[src/rtl/counter_sweep_ctrl.sv]
// counter_sweep_ctrl: steps a WIDTH-bit count between captured low/high limits
// under a prescaler-generated tick enable. Modes: single-up, single-down,
// ping-pong, free-run wrap. Start/stop/pause control with one-cycle status
// pulses (done, wrap, err registered; tick decoded from the prescaler).
//
//   state    | meaning
//   ---------+----------------------------------------------------------
//   ST_IDLE  | not running; count holds, start accepted here only
//   ST_UP    | running, next step increments (mode 11: per dir_in)
//   ST_DOWN  | running, next step decrements (mode 11: per dir_in)
//   ST_PAUSE | running but frozen; resumes to UP/DOWN per dir register
module counter_sweep_ctrl #(
    parameter int WIDTH    = 4,
    parameter int TICK_DIV = 25_000_000,
    parameter int DIV_W    = 25
) (
    input  logic             clk,
    input  logic             rst,
    input  logic             start,
    input  logic             stop,
    input  logic             pause,
    input  logic [1:0]       mode,
    input  logic             dir_in,
    input  logic [WIDTH-1:0] lim_lo,
    input  logic [WIDTH-1:0] lim_hi,
    output logic [WIDTH-1:0] count,
    output logic             dir,
    output logic             busy,
    output logic             paused,
    output logic             tick,
    output logic             done,
    output logic             wrap,
    output logic             err
);

    typedef enum logic [1:0] {
        ST_IDLE  = 2'd0,
        ST_UP    = 2'd1,
        ST_DOWN  = 2'd2,
        ST_PAUSE = 2'd3
    } state_t;

    localparam logic [1:0] MODE_SUP  = 2'b00;
    localparam logic [1:0] MODE_SDN  = 2'b01;
    localparam logic [1:0] MODE_PING = 2'b10;
    localparam logic [1:0] MODE_FREE = 2'b11;

    localparam logic [DIV_W-1:0] TICK_LAST = DIV_W'(TICK_DIV - 1);
    localparam logic [WIDTH-1:0] ONE       = WIDTH'(1);

    state_t           state_q, state_d;
    logic [WIDTH-1:0] count_q, count_d;
    logic             dir_q, dir_d;
    logic [DIV_W-1:0] presc_q, presc_d;
    logic [WIDTH-1:0] lo_q, lo_d;
    logic [WIDTH-1:0] hi_q, hi_d;
    logic [1:0]       mode_q, mode_d;
    logic             done_q, done_d;
    logic             wrap_q, wrap_d;
    logic             err_q, err_d;

    logic             running;
    logic             tick_w;
    logic             go_up;

    // Step enable: only while actively stepping, at the prescaler terminal value.
    assign running = (state_q == ST_UP) || (state_q == ST_DOWN);
    assign tick_w  = running && (presc_q == TICK_LAST);

    // Register bank; reset returns to IDLE with count 0 and direction up.
    always_ff @(posedge clk or posedge rst) begin
        if (rst) begin
            state_q <= ST_IDLE;
            count_q <= '0;
            dir_q   <= 1'b1;
            presc_q <= '0;
            lo_q    <= '0;
            hi_q    <= '0;
            mode_q  <= MODE_SUP;
            done_q  <= 1'b0;
            wrap_q  <= 1'b0;
            err_q   <= 1'b0;
        end else begin
            state_q <= state_d;
            count_q <= count_d;
            dir_q   <= dir_d;
            presc_q <= presc_d;
            lo_q    <= lo_d;
            hi_q    <= hi_d;
            mode_q  <= mode_d;
            done_q  <= done_d;
            wrap_q  <= wrap_d;
            err_q   <= err_d;
        end
    end

    // Next-state, step arithmetic and pulse generation.
    always_comb begin
        state_d = state_q;
        count_d = count_q;
        dir_d   = dir_q;
        presc_d = presc_q;
        lo_d    = lo_q;
        hi_d    = hi_q;
        mode_d  = mode_q;
        done_d  = 1'b0;
        wrap_d  = 1'b0;
        err_d   = 1'b0;
        // Free-run takes its direction from dir_in at the tick itself.
        go_up   = (mode_q == MODE_FREE) ? dir_in : (state_q == ST_UP);

        case (state_q)
            ST_IDLE: begin
                // stop is the top-priority level, so it also blocks a start.
                if (start && !stop) begin
                    if (lim_lo <= lim_hi) begin
                        lo_d    = lim_lo;
                        hi_d    = lim_hi;
                        mode_d  = mode;
                        presc_d = '0;
                        case (mode)
                            MODE_SDN: begin
                                count_d = lim_hi;
                                dir_d   = 1'b0;
                                state_d = ST_DOWN;
                            end
                            MODE_FREE: begin
                                count_d = lim_lo;
                                dir_d   = dir_in;
                                state_d = dir_in ? ST_UP : ST_DOWN;
                            end
                            default: begin
                                count_d = lim_lo;
                                dir_d   = 1'b1;
                                state_d = ST_UP;
                            end
                        endcase
                    end else begin
                        err_d = 1'b1;
                    end
                end
            end

            ST_UP, ST_DOWN: begin
                if (stop) begin
                    state_d = ST_IDLE;
                end else begin
                    if (tick_w) begin
                        presc_d = '0;
                        if (go_up) begin
                            if (count_q < hi_q) begin
                                count_d = count_q + ONE;
                                dir_d   = 1'b1;
                                state_d = ST_UP;
                            end else begin
                                case (mode_q)
                                    MODE_PING: begin
                                        // Degenerate lo == hi range only flips direction.
                                        if (lo_q != hi_q) begin
                                            count_d = count_q - ONE;
                                        end
                                        dir_d   = 1'b0;
                                        state_d = ST_DOWN;
                                    end
                                    MODE_FREE: begin
                                        count_d = lo_q;
                                        wrap_d  = 1'b1;
                                        dir_d   = 1'b1;
                                        state_d = ST_UP;
                                    end
                                    default: begin
                                        done_d  = 1'b1;
                                        state_d = ST_IDLE;
                                    end
                                endcase
                            end
                        end else begin
                            if (count_q > lo_q) begin
                                count_d = count_q - ONE;
                                dir_d   = 1'b0;
                                state_d = ST_DOWN;
                            end else begin
                                case (mode_q)
                                    MODE_PING: begin
                                        if (lo_q != hi_q) begin
                                            count_d = count_q + ONE;
                                        end
                                        dir_d   = 1'b1;
                                        state_d = ST_UP;
                                    end
                                    MODE_FREE: begin
                                        count_d = hi_q;
                                        wrap_d  = 1'b1;
                                        dir_d   = 1'b0;
                                        state_d = ST_DOWN;
                                    end
                                    default: begin
                                        done_d  = 1'b1;
                                        state_d = ST_IDLE;
                                    end
                                endcase
                            end
                        end
                    end else begin
                        presc_d = presc_q + DIV_W'(1);
                    end
                    // A tick in the same cycle is applied first; a finished run stays idle.
                    if (pause && (state_d != ST_IDLE)) begin
                        state_d = ST_PAUSE;
                    end
                end
            end

            ST_PAUSE: begin
                if (stop) begin
                    state_d = ST_IDLE;
                end else if (!pause) begin
                    state_d = dir_q ? ST_UP : ST_DOWN;
                end
            end

            default: begin
                state_d = ST_IDLE;
            end
        endcase
    end

    // Output mapping.
    assign count  = count_q;
    assign dir    = dir_q;
    assign busy   = (state_q != ST_IDLE);
    assign paused = (state_q == ST_PAUSE);
    assign tick   = tick_w;
    assign done   = done_q;
    assign wrap   = wrap_q;
    assign err    = err_q;

endmodule

[config.mk]
export PLATFORM = sky130hd
export DESIGN_NAME = counter_sweep_ctrl
export DESIGN_NICKNAME = d
export VERILOG_FILES = /design/src/rtl/counter_sweep_ctrl.sv
export SDC_FILE = /design/constraint.sdc
export NUM_CORES = 1
export LEC_CHECK = 0
export CORE_MARGIN = 4
export CORE_UTILIZATION = 53
export CTS_CLUSTER_DIAMETER = 80
export DETAILED_ROUTE_END_ITERATION = 8
export GPL_TIMING_DRIVEN = 1
export PLACE_DENSITY = 0.85
export SLEW_MARGIN = 10
export SYNTH_ARGS = -nofsm -noshare
export SYNTH_HDL_FRONTEND = slang
export SYNTH_SLANG_ARGS = --single-unit
[constraint.sdc]
create_clock -name clk -period 2.3 [get_ports clk]
set_input_delay 0.46 -clock clk [delete_from_list [all_inputs] [get_ports clk]]
set_output_delay 0.46 -clock clk [all_outputs]
set_load 0.02 [all_outputs]
* After elaboration in Yosys (flattened, before gate mapping) *
Index checks and enable logic that the tools add are counted.

word-level totals
  bits in registers = 45
  logic and storage cells = 115
  input port bits = 16
  output and inout bits = 11

operators by class
  reductions and logical operators = 16
  eq/ne operators = 18
  add/sub/neg operators = 3
  multiplexer cells = 65
  magnitude comparators = 3

operators by type and width
  operator               count
  $mux 25                4
  $pmux 25 s2            1
  $mux 4                 10
  $mux 2                 14
  $add 25x1->25 const B  1
  $eq 25x25->1 const B   1
  $mux 1                 25
  $pmux 4 s2             3
  $pmux 2 s2             3
  $eq 2x2->1 const B     5
  $ne 5x4->1 const B     2
  $ne 5x5->1 const B     2
  $reduce_and 9->1       1
  $ne 2x2->1 const B     4
  $pmux 1 s2             4
  $reduce_and 7->1       1
  $pmux 2 s3             1
  $reduce_and 3->1       2
  $reduce_bool 2->1      3
  $add 4x1->4 const B    1
  $eq 2x1->1 const B     2
  $gt 4x4->1             1
  $le 4x4->1             1
  $lt 4x4->1             1
  9 further kinds        12

* Longest topological paths before layout *
Gate-level depths: netlist of the first run.

  depth after elaboration = 12
  gate-level depth with buffers = 10
  gate-level depth less buffers = 8

* Least setup slack after synthesis of the first run *
Ideal clock, no wire load.

  path kind = flip-flop to flip-flop
  start = register presc_q[6]
  end = register state_q[1]
  period minus slack after synthesis = 2.634 ns
  cell stages (with the launch flop) = 6
  path slack = -0.334 ns
  buffers on the path = 0
  setup time = 0.128 ns
  data arrival time = 2.506 ns
  required time = 2.172 ns
  cells stage by stage = dfrtp_1 or4b_1 nor4_1 o2111ai_1 a311oi_1 nor3_1

on the way
  cells in the longest elaborated chain, start to end = 10

ends and longest elaborated chain
  element                   line  RTL
  start: declaration        54    logic [DIV_W-1:0] presc_q, presc_d;
  start signal: assignment  87    presc_q <= presc_d;
  $eq 25x25->1 *            68    assign tick_w = running && (presc_q == TICK_LAST);
  $logic_and 1x1->1 *       68
  net tick                  30    output logic tick,
  $mux 2 *                  148   if (tick_w) begin
  $mux 2 *                  145   if (stop) begin
  $mux 2 *                  112   case (state_q)
  $reduce_bool 2->1         208   if (pause && (state_d != ST_IDLE)) begin
  $logic_and 1x1->1         208
  $mux 2 *                  208
  $mux 2 *                  145
  $pmux 2 s3 *              112
  end signal: assignment    84    state_q <= state_d;
  end: declaration          51    state_t state_q, state_d;

The timed path passes the listed nets; every way through them passes the cells marked *. The select of a mux whose other input is x is not followed.
A chain may end at the register's enable or synchronous reset.

* Final worst setup path of the first run *
  start = register count_q[3] (netlist: count[3])
  end = register count_q[2] (netlist: count[2])

on the way
  cells in the longest elaborated chain, start to end = 6
  elaborated cells on any way between the ends = 13
  classes of those cells = order compare: 2; eq/ne: 4; mux: 6; reduce/logical: 1

ends and longest elaborated chain
  element                                   line      RTL
  start: declaration                        52        logic [WIDTH-1:0] count_q, count_d;
  start signal: assignment                  85        count_q <= count_d;
  $gt 4x4->1 or $lt 4x4->1 (tied branches)  178, 151
  $mux 4 (on tied branches)                 178, 151
  $mux 4                                    150       if (go_up) begin
  $mux 4                                    148
  $mux 4                                    145
  $pmux 4 s2                                112

Parallel ways exist; a longest one is shown, timed or not. The select of a mux whose other input is x is not followed.

==> results of run 1 <==
state kept, by name, summed over array words and instances (netlist names):
name,flops
mode_q,2
hi_q,4
err,1
presc_q,25
state_q,2
lo_q,4
done,1
dir,1
count,4
wrap,1
path summary, 6_finish.rpt:
path,endpoint,cells past startpoint
worst max-delay path,count[2],9
worst min-delay path,presc_q[13],2
worst max register to register,count[2],9
worst min register to register,presc_q[16],2
max in group asynchronous,dir,3
min in group clk,lo_q[0],2
power by group through the flow:
| stage | combinational, W | sequential, W | clock (W) |
|---|---|---|---|
| CTS | 0.00410 | 0.00117 | 0.000495 |
| global placement | 0.00376 | 0.00117 | 0 |
| floorplan | 0.00206 | 0.00120 | 0 |
| detailed placement | 0.00385 | 0.00118 | 0 |
| finish | 0.00491 | 0.00120 | 0.000500 |
| global route | 0.00514 | 0.00121 | 0.000543 |
through the flow:
| step | total power [W] | hold WS [ps] |
|---|---|---|
| CTS | 0.00576 | 467 |
| detailed placement | 0.00504 | 542 |
| finish | 0.00661 | 450 |
| global placement | 0.00493 | 529 |
| global route | 0.00689 | 462 |
| floorplan | 0.00327 | 459 |
worst reg2reg max path: stages (launching register included):
cell and delay (ps):
dfrtp_1 420, buf_6 130, ha_1 250, nor3_1 270, o21ai_1 140, buf_4 160
nand3_1 170, nand3_1 160, a2111oi_2 450, a211oi_2 150
area by class of cell:
class,count,area (um2)
multi-input cells,310,2290
fillers,354,1130
flip-flops and latches,45,1130
repair buffers,133,1100
inverters,25,93.8
well taps,75,93.8
clock buffers,7,76.3
clock inverters,1,5.00
layout by cell type, fill, tap and decap left out, types with 8 or more instances in the layout:
master             n
a21oi_1           12
buf_4            101
clkdlybuf4s50_1   17
dfrtp_1           42
ha_1              10
inv_1             21
nand2_1           40
nand3_1           11
nand4_1           12
nor2_1            27
nor3_1             8
o21ai_0           38
o31ai_1            9
or3_1              9
cells by family (layout without fill, tap and decap cells):
logic type                 Yosys count  after routing
xor gates and xnor gates            10             10
and+or+nand+nor                    161            161
adders and majority gates           17             17
AOI/OAI and AO/OA                  115            115
buffers and inverters               35            166
DFF                                 45             45
muxes                                7              7
repair_timing:
| action | CTS | global route |
|---|---|---|
| buffers inserted | 8 | 9 |
| gates resized for setup | 35 | 51 |
| setup endpoints to repair | 33 | 35 |
| pin swaps | 15 | 26 |
metal layers:
layer | part of all wire | up-vias | GRT usage
li1 | - | 1719 | -
met4 | 0.077 | 0 | 0.183
met5 | 0 | - | 0
met1 | 0.37 | 1881 | 0.366
met2 | 0.47 | 324 | 0.546
met3 | 0.091 | 112 | 0.0644
==> reports/metrics.cfg, run 1 <==
[outcome]
status = finished, violations left
violations = setup timing

[worst_setup_path]
cp-startpoint = count[3]
worstSetupPathType = flop to flop
worstPathBufferInverterCount = 2
crit_path_max_fanout = 3
endpoint_kind = flop
critPathSlowestCell = a2111oi_2
cp_cell_sequence = buf_6 > ha_1 > nor3_1 > o21ai_1 > buf_4 > nand3_1 > nand3_1 > a2111oi_2 > a211oi_2
reg2reg_slack_ps = -150
cp.arrival_ps = 2610
critical-path-top-delay-family = compound AO/OA/AOI/OAI gates
r2r-start = count[3]
crit_top_cell = nand3_1
slowest_delay_ps = 450
cp.required_ps = 2460
setup.worst_path.start_class = flop

[finish]
final_util = 0.809
stdcell_count = 596
syn_to_final_growth_pct = 47.9
num_antenna_cells = 0
nets = 553
drive_above_1_share = 0.338
design_area_um2 = 4790

[clock_network]
cts.path.max_buffers = 2
clkTransAtPathRegs_ps = 100
holdBufCountCts = 0
cts_tree = built
cts-htree-levels = 2
cts_made_buffers = 5
clock_latency_ps = 310
cts_root_buffer = clkbuf_8
numClockSinks = 45

[synthesis]
synth_top_area_cell = dfrtp_1
synthXorXnorAreaFrac = 0.0271
yosysUniqueCellTypes = 58
syn_inst = 390
synth_mux_area_frac = 0.0228
ys_ff_latch = 45
synthSimpleGateAreaFrac = 0.261
synth.avg_cell_area_um2 = 8.30
synth.net_count = 423
ys.warnings.count = 0
async_flop_share = 1.00
ys_seq_area_frac = 0.348
synth_common_cells = o21ai_0 (45), dfrtp_1 (44), nand2_1 (42)
synth_top_family_by_area = simple AND/OR/NAND/NOR gates
synth_fa_ha_area_frac = 0.0657
netlist.area_leader.share = 0.340
syn_area_um2 = 3240
synth-edff-count = 0
yosysMostFrequentCell = o21ai_0
synthTopCellsByArea = dfrtp_1 (34%), o21ai_0 (7.0%), ha_1 (6.6%)
synth_compound_area_frac = 0.233
synth-main-ff-cell = dfrtp_1

[sta]
period_share = 1.06
tns_ps = -491
fmax_ghz = 0.408
grt_setup_unrepaired = yes
worst_pin_slew_ps = 514
timing.slew.headroom = 0.654
report.final.slew_viol_count = 0
finClkSkew_ps = 16.3
setup_ws_ps = -148
finalHoldViolations = 0
setup_viol = 8
fin_crit_ps = 2450

[pwr]
intPower_w = 0.00341
switchingPower_w = 0.00320
vdd_drop_max_mv = 1.04
p_seq_frac = 0.181
p_per_area_nw_per_um2 = 1380
power_switching_share = 0.484
pwr-share-comb = 0.743
p_leak_nw = 2.15
power.share.clock = 0.076

[floorplan]
dieArea_um2 = 7420
dieHeight_um = 86.2
io_pins = 27
std_cell_rows = 28
core_area_um2 = 5920
dieWidth_um = 86.2
initial_utilization = 0.547

[flow_run]
maxCapViolCount = 0

[route]
antenna_left = 0
dr.pass1.iters = 6
wire_per_inst_um = 21.9
vias_per_cell = 6.77
drt_iter0_drc = 527
via_count = 4036
finalWirelength_mm = 13.1
drc = 0

[placed_design]
numPortBuffers = 26
dp_cells = 574
placed_area_um2 = 4270
dpl.hpwl_mm = 8.07
place_ws_ps = -565
gp_congestion = 0.967

[global_routing]
grt-ovfl-total = 0
grt_pass1_vias = 3955
grt_max_degree = 21
grt_pass1_wl_mm = 18.5
grtUsageTotal = 0.318
antenna_found_initial = 0

[worst_hold_path]
hold_class = input port to async pin

No activity file was read; power rests on OpenSTA's default activity.
==> run 2: changes to the inputs <==
--- a/config.mk
+++ b/config.mk
@@ -11,6 +11,7 @@
 export DETAILED_ROUTE_END_ITERATION = 8
 export GPL_TIMING_DRIVEN = 1
 export PLACE_DENSITY = 0.85
+export REMOVE_ABC_BUFFERS = 1
 export SLEW_MARGIN = 10
 export SYNTH_ARGS = -nofsm -noshare
 export SYNTH_HDL_FRONTEND = slang
==> run 2 against run 1 <==
Compared with the run above: the flow still finishes with violations (setup timing); clock skew fell by 7.9 ps; first-iteration DRC count rose by 24%; cell count fell by 0.34%; critical path type unchanged; critical endpoint is now count[0]; largest power group unchanged.
==> reports/metrics.cfg, run 2 (synthesized netlist as in run 1, its figures left out) <==
[global_routing]
grt_pass1_wl_mm = 17.6  ; -4.7%
grt_max_degree = 28  ; +33%
antenna_found_initial = 0  ; unchanged
grtUsageTotal = 0.299  ; -0.0191
grt-ovfl-total = 0  ; unchanged
grt_pass1_vias = 3639  ; -8.0%

[sta]
grt_setup_unrepaired = yes
tns_ps = -192  ; +299 ps
finClkSkew_ps = 8.37  ; -7.92 ps
timing.slew.headroom = 0.665  ; +0.0105
worst_pin_slew_ps = 498  ; -15.7 ps
whs_ps = 485  ; +34.9 ps
fmax_ghz = 0.415  ; +1.7%
period_share = 1.05  ; -0.0178
fin_crit_ps = 2410  ; -40.8 ps
setup_ws_ps = -107  ; +40.8 ps
finalHoldViolations = 0  ; unchanged
setup_viol = 5  ; -3
report.final.slew_viol_count = 0  ; unchanged

[floorplan]
dieArea_um2 = 7420  ; unchanged
dieWidth_um = 86.2  ; unchanged
core_area_um2 = 5920  ; unchanged
io_pins = 27  ; unchanged
initial_utilization = 0.547  ; unchanged
std_cell_rows = 28  ; unchanged
dieHeight_um = 86.2  ; unchanged

[outcome]
status = finished, violations left
violations = setup timing

[route]
dr.pass1.iters = 6  ; unchanged
vias_per_cell = 6.72  ; -0.83%
via_count = 3989  ; -1.2%
wire_per_inst_um = 20.6  ; -6.1%
drt_iter0_drc = 651  ; +24%
drc = 0  ; unchanged
finalWirelength_mm = 12.2  ; -6.4%
antenna_left = 0  ; unchanged

[worst_setup_path]
cp.arrival_ps = 2660  ; +50 ps
worstSetupPathType = flop to flop
cp.required_ps = 2560  ; +100 ps
setup.worst_path.start_class = flop
reg2reg_slack_ps = -110  ; +40 ps
crit_path_max_fanout = 4  ; +1
endpoint_kind = flop

[pwr]
p_per_area_nw_per_um2 = 1410  ; +2.0%
vdd_drop_max_mv = 0.957  ; -8.3%
pwr-share-comb = 0.725  ; -0.018
switchingPower_w = 0.00310  ; -3.1%
power_switching_share = 0.475  ; -0.00925
power.share.clock = 0.097  ; +0.021
p_seq_frac = 0.179  ; -0.002
p_leak_nw = 2.07  ; -3.7%
intPower_w = 0.00343  ; +0.51%

[clock_network]
cts_tree = built
cts-htree-levels = 2  ; unchanged
cts_root_buffer = clkbuf_8
clkTransAtPathRegs_ps = 100  ; about the same
cts.path.max_buffers = 2  ; unchanged
clock_latency_ps = 320  ; about the same
numClockSinks = 45  ; unchanged
cts_made_buffers = 5  ; unchanged

[finish]
nets = 551  ; -0.36%
top_register = presc_q
syn_to_final_growth_pct = 43.1
final_cell_mix = buf_4 (102), dfrtp_1 (44), nand2_1 (40)
layout_commonest_cell = buf_4
drive_above_1_share = 0.306  ; -0.0315
num_antenna_cells = 0  ; unchanged
largest_register_ff_count = 25  ; unchanged

[placed_design]
gp_congestion = 1.03  ; +6.8%
dpl.hpwl_mm = 7.89  ; -2.2%
numPortBuffers = 26  ; unchanged

[flow_run]
maxCapViolCount = 0  ; unchanged

[worst_hold_path]
hold_class = input port to async pin

run 2: cell types whose count changed in the layout (fill, tap and decap cells not counted), sizes merged:
cell	before	now
bufinv	0	1
dlymetal6s2s	6	1
clkbuf	7	5
buf	108	106
inv	25	26
clkdlybuf4s50	17	22
run 2: metal layers:
metal | vias to the layer above | global-route usage | share of wire
li1 | 1701 | - | -
met1 | 1850 | 0.426 | 0.36
met2 | 343 | 0.467 | 0.46
met3 | 95 | 0.0509 | 0.13
met4 | 0 | 0.0849 | 0.052
met5 | - | 0 | 0
run 2: layout make-up:
cell class	instances	area, um2
Multi-Input combinational cell	310	2130
Clock inverter	3	43.8
Timing Repair Buffer	131	1070
Fill cell	378	1290
Tap cell	75	93.8
Sequential cell	45	1130
Inverter	25	93.8
Clock buffer	5	68.8
run 2: power groups by stage:
stage	registers, W	logic, W	clock network (W)
after floorplan	0.00122	0.00200	0
after global placement	0.00116	0.00392	0
after detailed placement	0.00117	0.00400	0
after CTS	0.00114	0.00415	0.000626
after global routing	0.00118	0.00498	0.000654
final	0.00116	0.00473	0.000632
run 2: repair_timing:
item | CTS | global route
gates resized for setup | 19 | 32
setup buffers | 4 | 4
hold buffers | 0 | 0
pin swaps | 11 | 10
setup endpoints to repair | 32 | 33
cloned | 0 | 0
run 2: final timing paths:
kind,start,endpoint,cells after the start
max,presc_q[6],count[0],7
min,rst,count[0],2
max reg2reg,presc_q[6],count[0],7
min reg2reg,presc_q[16],presc_q[16],2
max in group asynchronous,rst,presc_q[3],3
min in group clk,lim_hi[2],hi_q[2],4
run 2: worst max-delay path, stage by stage (launching register included):
cell     delay [ps]
dfrtp_1         390
or4b_4          560
buf_6           150
o41a_1          470
nor3_4          210
buf_4           180
o311a_1         210
o32a_1          170
run 2: through the flow:
step	total power (W)	cell area, um2	util	setup slack [ps]	std cells
3_3_place_gp	0.00508	4300	0.727	-433	578
2_1_floorplan	0.00322	3200	-	-334	380
3_5_place_dp	0.00516	4300	0.727	-499	578
5_1_grt	0.00682	4630	0.783	-133	594
4_1_cts	0.00592	4510	0.761	-9.33	590
6_report	0.00652	4630	0.783	-107	594
